$ cat config.mk
export PLATFORM = sky130hd
export DESIGN_NAME = booth_r8_seq_mult
export DESIGN_NICKNAME = d
export VERILOG_FILES = /design/src/rtl/booth_pkg.sv /design/src/rtl/booth_r8_seq_mult_enc.sv /design/src/rtl/booth_r8_seq_mult.sv
export SDC_FILE = /design/constraint.sdc
export NUM_CORES = 1
export LEC_CHECK = 0
export CORE_ASPECT_RATIO = 1.25
export CORE_MARGIN = 2
export CORE_UTILIZATION = 30
export CTS_BUF_LIST = sky130_fd_sc_hd__clkbuf_16
export DETAILED_ROUTE_END_ITERATION = 8
export MAX_ROUTING_LAYER = met4
export SLEW_MARGIN = 20
export SYNTH_ARGS = -nofsm -noshare
export SYNTH_HDL_FRONTEND = slang
export SYNTH_HIERARCHICAL = 1
export SYNTH_SLANG_ARGS = --single-unit
$ cat constraint.sdc
create_clock -name clk -period 8.75 [get_ports clk]
set_clock_uncertainty 0.1 [all_clocks]
set_input_delay 2.625 -clock clk [delete_from_list [all_inputs] [get_ports clk]]
set_output_delay 2.625 -clock clk [all_outputs]
set_load 0.005 [all_outputs]
$ cat src/rtl/booth_pkg.sv
// ============================================================================
// booth_pkg : shared widths, FSM state and Booth-select types
// Rev 1.0
// ============================================================================
`default_nettype none

package booth_pkg;

  localparam int W    = 24;
  localparam int PPW  = W + 2;
  localparam int NDIG = (W + 3) / 3;
  localparam int AW   = 2 * W + 4;
  localparam int YW   = 3 * NDIG + 1;
  localparam int CW   = 4;
  localparam int SW   = 5;

  typedef enum logic [1:0] {
    IDLE = 2'd0,
    BUSY = 2'd1,
    DONE = 2'd2
  } state_t;

  // sel is one-hot over the magnitudes 0/1/2/3/4 (bit index = multiple)
  typedef struct packed {
    logic       neg;
    logic [4:0] sel;
  } booth_sel_t;

endpackage

`default_nettype wire

$ cat src/rtl/booth_r8_seq_mult_enc.sv
// ============================================================================
// booth_r8_enc : radix-8 Booth digit encoder, 4-bit group to sign + one-hot
// Rev 1.0
// ============================================================================
`default_nettype none

module booth_r8_enc
  import booth_pkg::*;
(
  input  logic [3:0] i_grp,
  output booth_sel_t o_sel
);

  always_comb begin
    o_sel     = '0;
    o_sel.sel = 5'b00001;
    case (i_grp)
      4'b0000, 4'b1111: o_sel.sel = 5'b00001;
      4'b0001, 4'b0010: o_sel.sel = 5'b00010;
      4'b0011, 4'b0100: o_sel.sel = 5'b00100;
      4'b0101, 4'b0110: o_sel.sel = 5'b01000;
      4'b0111:          o_sel.sel = 5'b10000;
      4'b1000: begin
        o_sel.neg = 1'b1;
        o_sel.sel = 5'b10000;
      end
      4'b1001, 4'b1010: begin
        o_sel.neg = 1'b1;
        o_sel.sel = 5'b01000;
      end
      4'b1011, 4'b1100: begin
        o_sel.neg = 1'b1;
        o_sel.sel = 5'b00100;
      end
      4'b1101, 4'b1110: begin
        o_sel.neg = 1'b1;
        o_sel.sel = 5'b00010;
      end
      default: o_sel.sel = 5'b00001;
    endcase
  end

endmodule

`default_nettype wire

$ cat src/rtl/booth_r8_seq_mult.sv
// ============================================================================
// booth_r8_seq_mult : iterative radix-8 Booth multiplier, one digit per cycle
// Rev 1.0
// ============================================================================
`default_nettype none

module booth_r8_seq_mult
  import booth_pkg::*;
(
  input  logic             clk,
  input  logic             rst,
  input  logic             in_valid,
  output logic             in_ready,
  input  logic [PPW-1:0]   x1,
  input  logic [PPW-1:0]   x2,
  input  logic [PPW-1:0]   x3,
  input  logic [PPW-1:0]   x4,
  input  logic [W-1:0]     y,
  output logic             out_valid,
  input  logic             out_ready,
  output logic [2*W-1:0]   product,
  output logic             busy
);

  state_t                r_state;
  state_t                w_next;
  logic [PPW-1:0]        r_x1;
  logic [PPW-1:0]        r_x2;
  logic [PPW-1:0]        r_x3;
  logic [PPW-1:0]        r_x4;
  logic [YW-1:0]         r_yext;
  logic [CW-1:0]         r_cnt;
  logic signed [AW-1:0]  r_acc;

  booth_sel_t            w_sel;
  logic [PPW:0]          w_mag;
  logic [PPW:0]          w_pp;
  logic signed [AW-1:0]  w_pp_ext;
  logic signed [AW-1:0]  w_pp_sh;
  logic [SW-1:0]         w_shamt;
  logic                  w_last;

  // r_yext shifts right 3 per digit, so the current group is always its low nibble
  booth_r8_enc u_enc (
    .i_grp (r_yext[3:0]),
    .o_sel (w_sel)
  );

  always_comb begin
    w_mag = '0;
    case (1'b1)
      w_sel.sel[0]: w_mag = '0;
      w_sel.sel[1]: w_mag = {1'b0, r_x1};
      w_sel.sel[2]: w_mag = {1'b0, r_x2};
      w_sel.sel[3]: w_mag = {1'b0, r_x3};
      w_sel.sel[4]: w_mag = {1'b0, r_x4};
      default:      w_mag = '0;
    endcase
  end

  assign w_pp     = w_sel.neg ? -w_mag : w_mag;
  assign w_pp_ext = {{(AW-PPW-1){w_pp[PPW]}}, w_pp};
  assign w_shamt  = {r_cnt, 1'b0} + SW'(r_cnt);
  assign w_pp_sh  = w_pp_ext <<< w_shamt;
  assign w_last   = (r_cnt == CW'(NDIG - 1));

  always_ff @(posedge clk) begin
    if (rst) r_state <= IDLE;
    else     r_state <= w_next;
  end

  always_comb begin
    w_next    = r_state;
    in_ready  = 1'b0;
    busy      = 1'b0;
    out_valid = 1'b0;
    case (r_state)
      IDLE: begin
        in_ready = 1'b1;
        if (in_valid) w_next = BUSY;
      end
      BUSY: begin
        busy = 1'b1;
        if (w_last) w_next = DONE;
      end
      DONE: begin
        out_valid = 1'b1;
        if (out_ready) w_next = IDLE;
      end
      default: w_next = IDLE;
    endcase
  end

  always_ff @(posedge clk) begin
    if (rst) begin
      r_x1   <= '0;
      r_x2   <= '0;
      r_x3   <= '0;
      r_x4   <= '0;
      r_yext <= '0;
      r_cnt  <= '0;
      r_acc  <= '0;
    end else begin
      case (r_state)
        IDLE: begin
          if (in_valid) begin
            r_x1   <= x1;
            r_x2   <= x2;
            r_x3   <= x3;
            r_x4   <= x4;
            r_yext <= {3'b000, y, 1'b0};
            r_cnt  <= '0;
            r_acc  <= '0;
          end
        end
        BUSY: begin
          r_acc  <= r_acc + w_pp_sh;
          r_cnt  <= r_cnt + CW'(1);
          r_yext <= r_yext >> 3;
        end
        default: ;
      endcase
    end
  end

  assign product = r_acc[2*W-1:0];

endmodule

`default_nettype wire
## After elaboration in Yosys (flattened, before gate mapping)

Index checks and enable logic that the tools add are counted.

| storage, ports and cells | value |
|---|---|
| flip-flop bits (word level) | 190 |
| bits of input ports | 132 |
| output and inout port bits | 51 |

| cells by class | value |
|---|---|
| add/subtract/negate cells | 4 |
| equality and inequality tests | 21 |
| shift-type cells | 1 |
| mux-type cells | 21 |
| reduce and logical (&&, ||, !) cells | 12 |

Operator list:

| operator | number |
|---|---|
| 27-bit 2-to-1 mux | 4 |
| 52-bit case mux with 2 select lines | 1 |
| 28-bit case mux with 2 select lines | 1 |
| 52-bit adder | 1 |
| 26-bit 2-to-1 mux | 2 |
| 52-bit 2-to-1 mux | 1 |
| 27-bit by 5-bit <<< shifter with 52-bit output | 1 |
| 4-bit == test (second input constant) | 9 |
| 28-bit 2-to-1 mux | 1 |
| 27-bit negation | 1 |
| 5-bit case mux with 5 select lines | 1 |
| 4-bit by 3-bit == test with 1-bit output (second input constant) | 4 |
| 4-bit OR reduction | 3 |
| 4-bit by 2-bit == test with 1-bit output (second input constant) | 2 |
| 4-bit case mux with 2 select lines | 1 |
| 7-bit OR reduction | 1 |
| 2-bit 2-to-1 mux | 3 |
| 2-bit != test (second input constant) | 3 |
| 2-bit case mux with 3 select lines | 1 |
| 5-bit by 4-bit adder with 5-bit output | 1 |
| 4-bit by 1-bit adder with 4-bit output (second input constant) | 1 |
| 4-bit by 1-bit == test with 1-bit output (second input constant) | 1 |
| 4-bit zero test | 1 |
| 1-bit 2-to-1 mux | 4 |
| other kinds (8) | 10 |

## Logic depth before layout (Yosys ltp)

| logic depth | value |
|---|---|
| word-level depth | 13 |
| depth in mapped cells | 34 |
| depth with buffers taken out | 30 |

## Cells and area by module

The synthesis kept the hierarchy.

Modules (own cells, without submodules):

| module | times used | cells an instance | area an instance (µm²) | sequential area each (µm²) |
|---|---|---|---|---|
| booth_r8_seq_mult | 1 | 1762 | 12758.5 | 3663.5 |
| booth_r8_enc | 1 | 13 | 85.1 | 0.0 |

## Worst setup path after synthesis

Ideal clock, no wire load.

| timing path | value |
|---|---|
| path kind | reg-to-reg |
| start point | register r_yext[0] |
| end point | register r_acc[44] |
| library setup time | 0.117 ns |
| arrival | 6.134 ns |
| required time | 8.533 ns |
| slack | 2.400 ns |
| stages on the path, launching flop included | 32 |
| buffers on the path | 3 |
| period minus slack after synthesis | 6.350 ns |
| cells stage by stage | dfxtp_1 or4b_1 o21ai_0 buf_2 buf_2 nand2_1 o21ai_0 o21ai_2 ha_1 nand3_1 nor3_2 buf_4 a41oi_1 xor2_1 mux2i_1 mux2_2 mux2i_1 mux2i_1 a22o_1 ha_1 nand4_1 or3_1 o221a_2 o31ai_1 a221o_1 a41oi_1 o21ai_0 nor4_1 a211o_1 o21ai_0 xor2_1 a22o_1 |

RTL lines:

| item | RTL line | RTL |
|---|---|---|
| start, declared | booth_r8_seq_mult.sv:31 | `logic [YW-1:0] r_yext;` |
| start signal, assigned | booth_r8_seq_mult.sv:111 | `r_yext <= {3'b000, y, 1'b0};` |
| start signal, assigned | booth_r8_seq_mult.sv:119 | `r_yext <= r_yext >> 3;` |
| end signal, assigned | booth_r8_seq_mult.sv:117 | `r_acc <= r_acc + w_pp_sh;` |
| end, declared | booth_r8_seq_mult.sv:33 | `logic signed [AW-1:0] r_acc;` |

==> results.ini <==
[global_route]
grt_max_degree=99
grt_antenna_before_repair=0
grt_first_pass_wirelength_um=67200
gr-total-overflow=0
grt_pass1_vias=12400
grt.total_usage_pct=19.4

[worst_setup_path]
r2r_cells=26
critPathRequiredTime_ns=8.99
start_kind=flop
worstSetupEndpointType=flop
startpoint=r_yext[2]$_SDFFE_PP0P_
reg2reg_slack_ns=0.57
timing.rr.end=r_acc[44]$_SDFFE_PP0P_
rr_startpoint=r_yext[2]$_SDFFE_PP0P_
path_max_fanout=21
criticalPathCategory=flop to flop
critPathArrivalTime_ns=8.43

[placed_design]
dp_hpwl_um=32800
gp_congestion=0.942
port_buffers=182
dp_cells=2415

[clock_network]
clk_latency_ns=0.46
cts-root-buf=clkbuf_16
cts_inserted_buffers=17
cts-resized-gates=0
cts_tree=yes
postCtsSetupBuffers=0
hold_buffers=0
cts_buffer_depth=2
cts_sinks=183
clk_pin_slew_ns=0.08
cts_max_level=4

[timing]
max_freq_mhz=122
finalSetupViolations=0
worstMarginPinSlew_ns=0.995
fin_crit_sh_pct=93.5
tns_ns=0
rsz0062_at_grt=false
max_slew_margin_pct=33.7
slew_viol_final=0
period_needed_ns=8.18
finalHoldWorstSlack_ns=0.353
hold_viol=0

[logic_synthesis]
async_flop_share_pct=0
synth_edf_count=0
avgSynthCellArea_um2=7.24
ys_warn_count=6
ys_seq_area_share_pct=28.5
synth_ff_type=dfxtp_1
yosys_register_bits=183
syn_nets=1972
syn_inst=1775
netlist_area_um2=12800
synth.distinct_cells=76

[flow_run]
maxCapViolCount=0

[routing]
drc=0
via_per_inst=5.31
first_pass_iters=5
wirelength_um=43000
ant_nets=0
routedWlPerCell_um=17.6
drtIter0Drc=904
num_vias=13000

[pwr]
p_per_area_nw_per_um2=164
p_total_w=0.00257
leakage_nw=6.18
ir_drop_v=0.000145

[cells_and_area]
fin_cells=2447
final_layout_size_suffix_gt1_share_pct=5.72
diodes=0
fin_nets=2072
area_growth_pct=22.0
post-route-util_pct=37.2

[floorplan]
io_pins=183
rows=84
coreArea_um2=42100
die_w_um=189
design.die.area_um2=44500
dieHeight_um=235
start_util_pct=30.5

[min_path]
hold_class=flop to flop
whs_path_depth=2
hp-start=r_x1[10]$_SDFFE_PP0P_
whs_endpoint=r_x1[10]$_SDFFE_PP0P_

[outcome]
status=completed

## routing by layer
metal	GRT usage, %	share of wire [%]
met2	33.4	50
met4	7.65	3.4
met1	23.0	43
met3	2.24	3.4
met5	-	0
## logic make-up after synthesis
logic type	synth area share (%)
xor+xnor	4.50
compound gates	28.2
fa+ha+maj	6.45
simple gates	23.5
mux	4.23
buf+inv	4.61
flops	28.5
## state kept, by name, indices dropped and copies added (netlist names)
signal and flops:
r_x4 26, r_x1 26, r_yext 25, r_state 2
r_x3 26, r_cnt 4, r_acc 48, r_x2 26
## power breakdown
part,internal [W],total (W),switching (W)
combinational,0.000342,0.000864,0.000522
sequential,0.000885,0.000926,0.0000412
clock,0.000383,0.000780,0.000398
## through the flow
| step | setup WS [ns] | cell area (µm²) |
|---|---|---|
| 2_1_floorplan | 2.40 | 12800 |
| 3_3_place_gp | 0.856 | 15100 |
| 3_5_place_dp | 0.752 | 15100 |
| 4_1_cts | 0.717 | 15700 |
| 5_1_grt | 0.0431 | 15700 |
| 6_report | 0.565 | 15700 |
## cell usage after synthesis (all sizes together) (10+ instances only)
cell,count,area share (%)
inv,21,0.61
a211oi,24,1.4
o211ai,10,0.58
xnor2,34,2.3
mux2i,28,2.2
and3,11,0.54
or3,12,0.58
nand2,379,11
nand3,58,2.3
nor2b,20,0.97
nand3b,13,0.76
nand4,15,0.85
dfxtp,183,29
a21o,40,2.3
o21ai,97,3.8
nor3,21,0.94
a22o,15,1.0
xor2,32,2.2
a21oi,272,11
mux2,17,1.5
o21a,11,0.64
a22oi,26,1.6
clkbuf,99,2.9
a31oi,21,1.0
buf,26,1.0
nand2b,25,1.2
o22ai,11,0.54
nor2,100,2.9
ha,63,6.1
## worst max-delay path, stage by stage (launching register included)
cell and delay, ns:
dfxtp_1 0.48, xnor2_1 0.19, nor2b_2 0.74, nor2_1 0.43, a32oi_2 0.48, nand3_1 0.31, nor3_2 0.63, a21oi_1 0.19
xnor2_1 0.19, mux2_2 0.29, mux2_4 0.27, mux2i_1 0.29, mux2i_1 0.16, a22o_1 0.28, ha_1 0.38, nand4_1 0.17
or3_1 0.34, o221a_2 0.25, o31ai_1 0.15, a221o_1 0.32, a41oi_1 0.20, o21ai_0 0.33, nor4_1 0.08, a211o_1 0.30
o21ai_0 0.20, xor2_1 0.10, a22o_1 0.20
## worst max path at each step
| stage | end | slack, ns | cells past startpoint |
|---|---|---|---|
| 2_1_floorplan | r_acc[44]$_SDFFE_PP0P_ | 2.40 | 31 |
| 3_3_place_gp | r_acc[44]$_SDFFE_PP0P_ | 0.86 | 26 |
| 3_5_place_dp | r_acc[44]$_SDFFE_PP0P_ | 0.75 | 26 |
| 4_1_cts | r_acc[44]$_SDFFE_PP0P_ | 0.72 | 26 |
| 5_1_grt | r_acc[44]$_SDFFE_PP0P_ | 0.04 | 26 |
| 6_report | r_acc[44]$_SDFFE_PP0P_ | 0.57 | 26 |
## placed cells by master, fill, tap and decap left out, types with 11 or more instances in the layout
cell and n:
a211oi_1 24, a21o_1 40, a21oi_1 270, a22o_1 15
a22oi_1 24, a31oi_1 21, and3_1 11, buf_4 25
clkbuf_16 17, clkdlybuf4s50_1 181, dfxtp_1 183, ha_1 63
inv_1 19, mux2_2 16, mux2i_1 28, nand2_1 378
nand2b_1 24, nand3_1 57, nand3b_1 13, nand4_1 14
nor2_1 99, nor2b_1 19, nor3_1 18, o21a_1 11
o21ai_0 72, o21ai_1 23, or3_1 12, xnor2_1 33
xor2_1 30
## final cells by class
class,count,area (µm²)
clock buffers,17,425
clock inverters,15,158
fillers,4450,26500
inverters,24,90.1
multi-input cells,1443,8640
flip-flops and latches,183,3660
well taps,559,699
repair buffers,206,2000
Note: power is estimated with default switching activity, not from simulation.
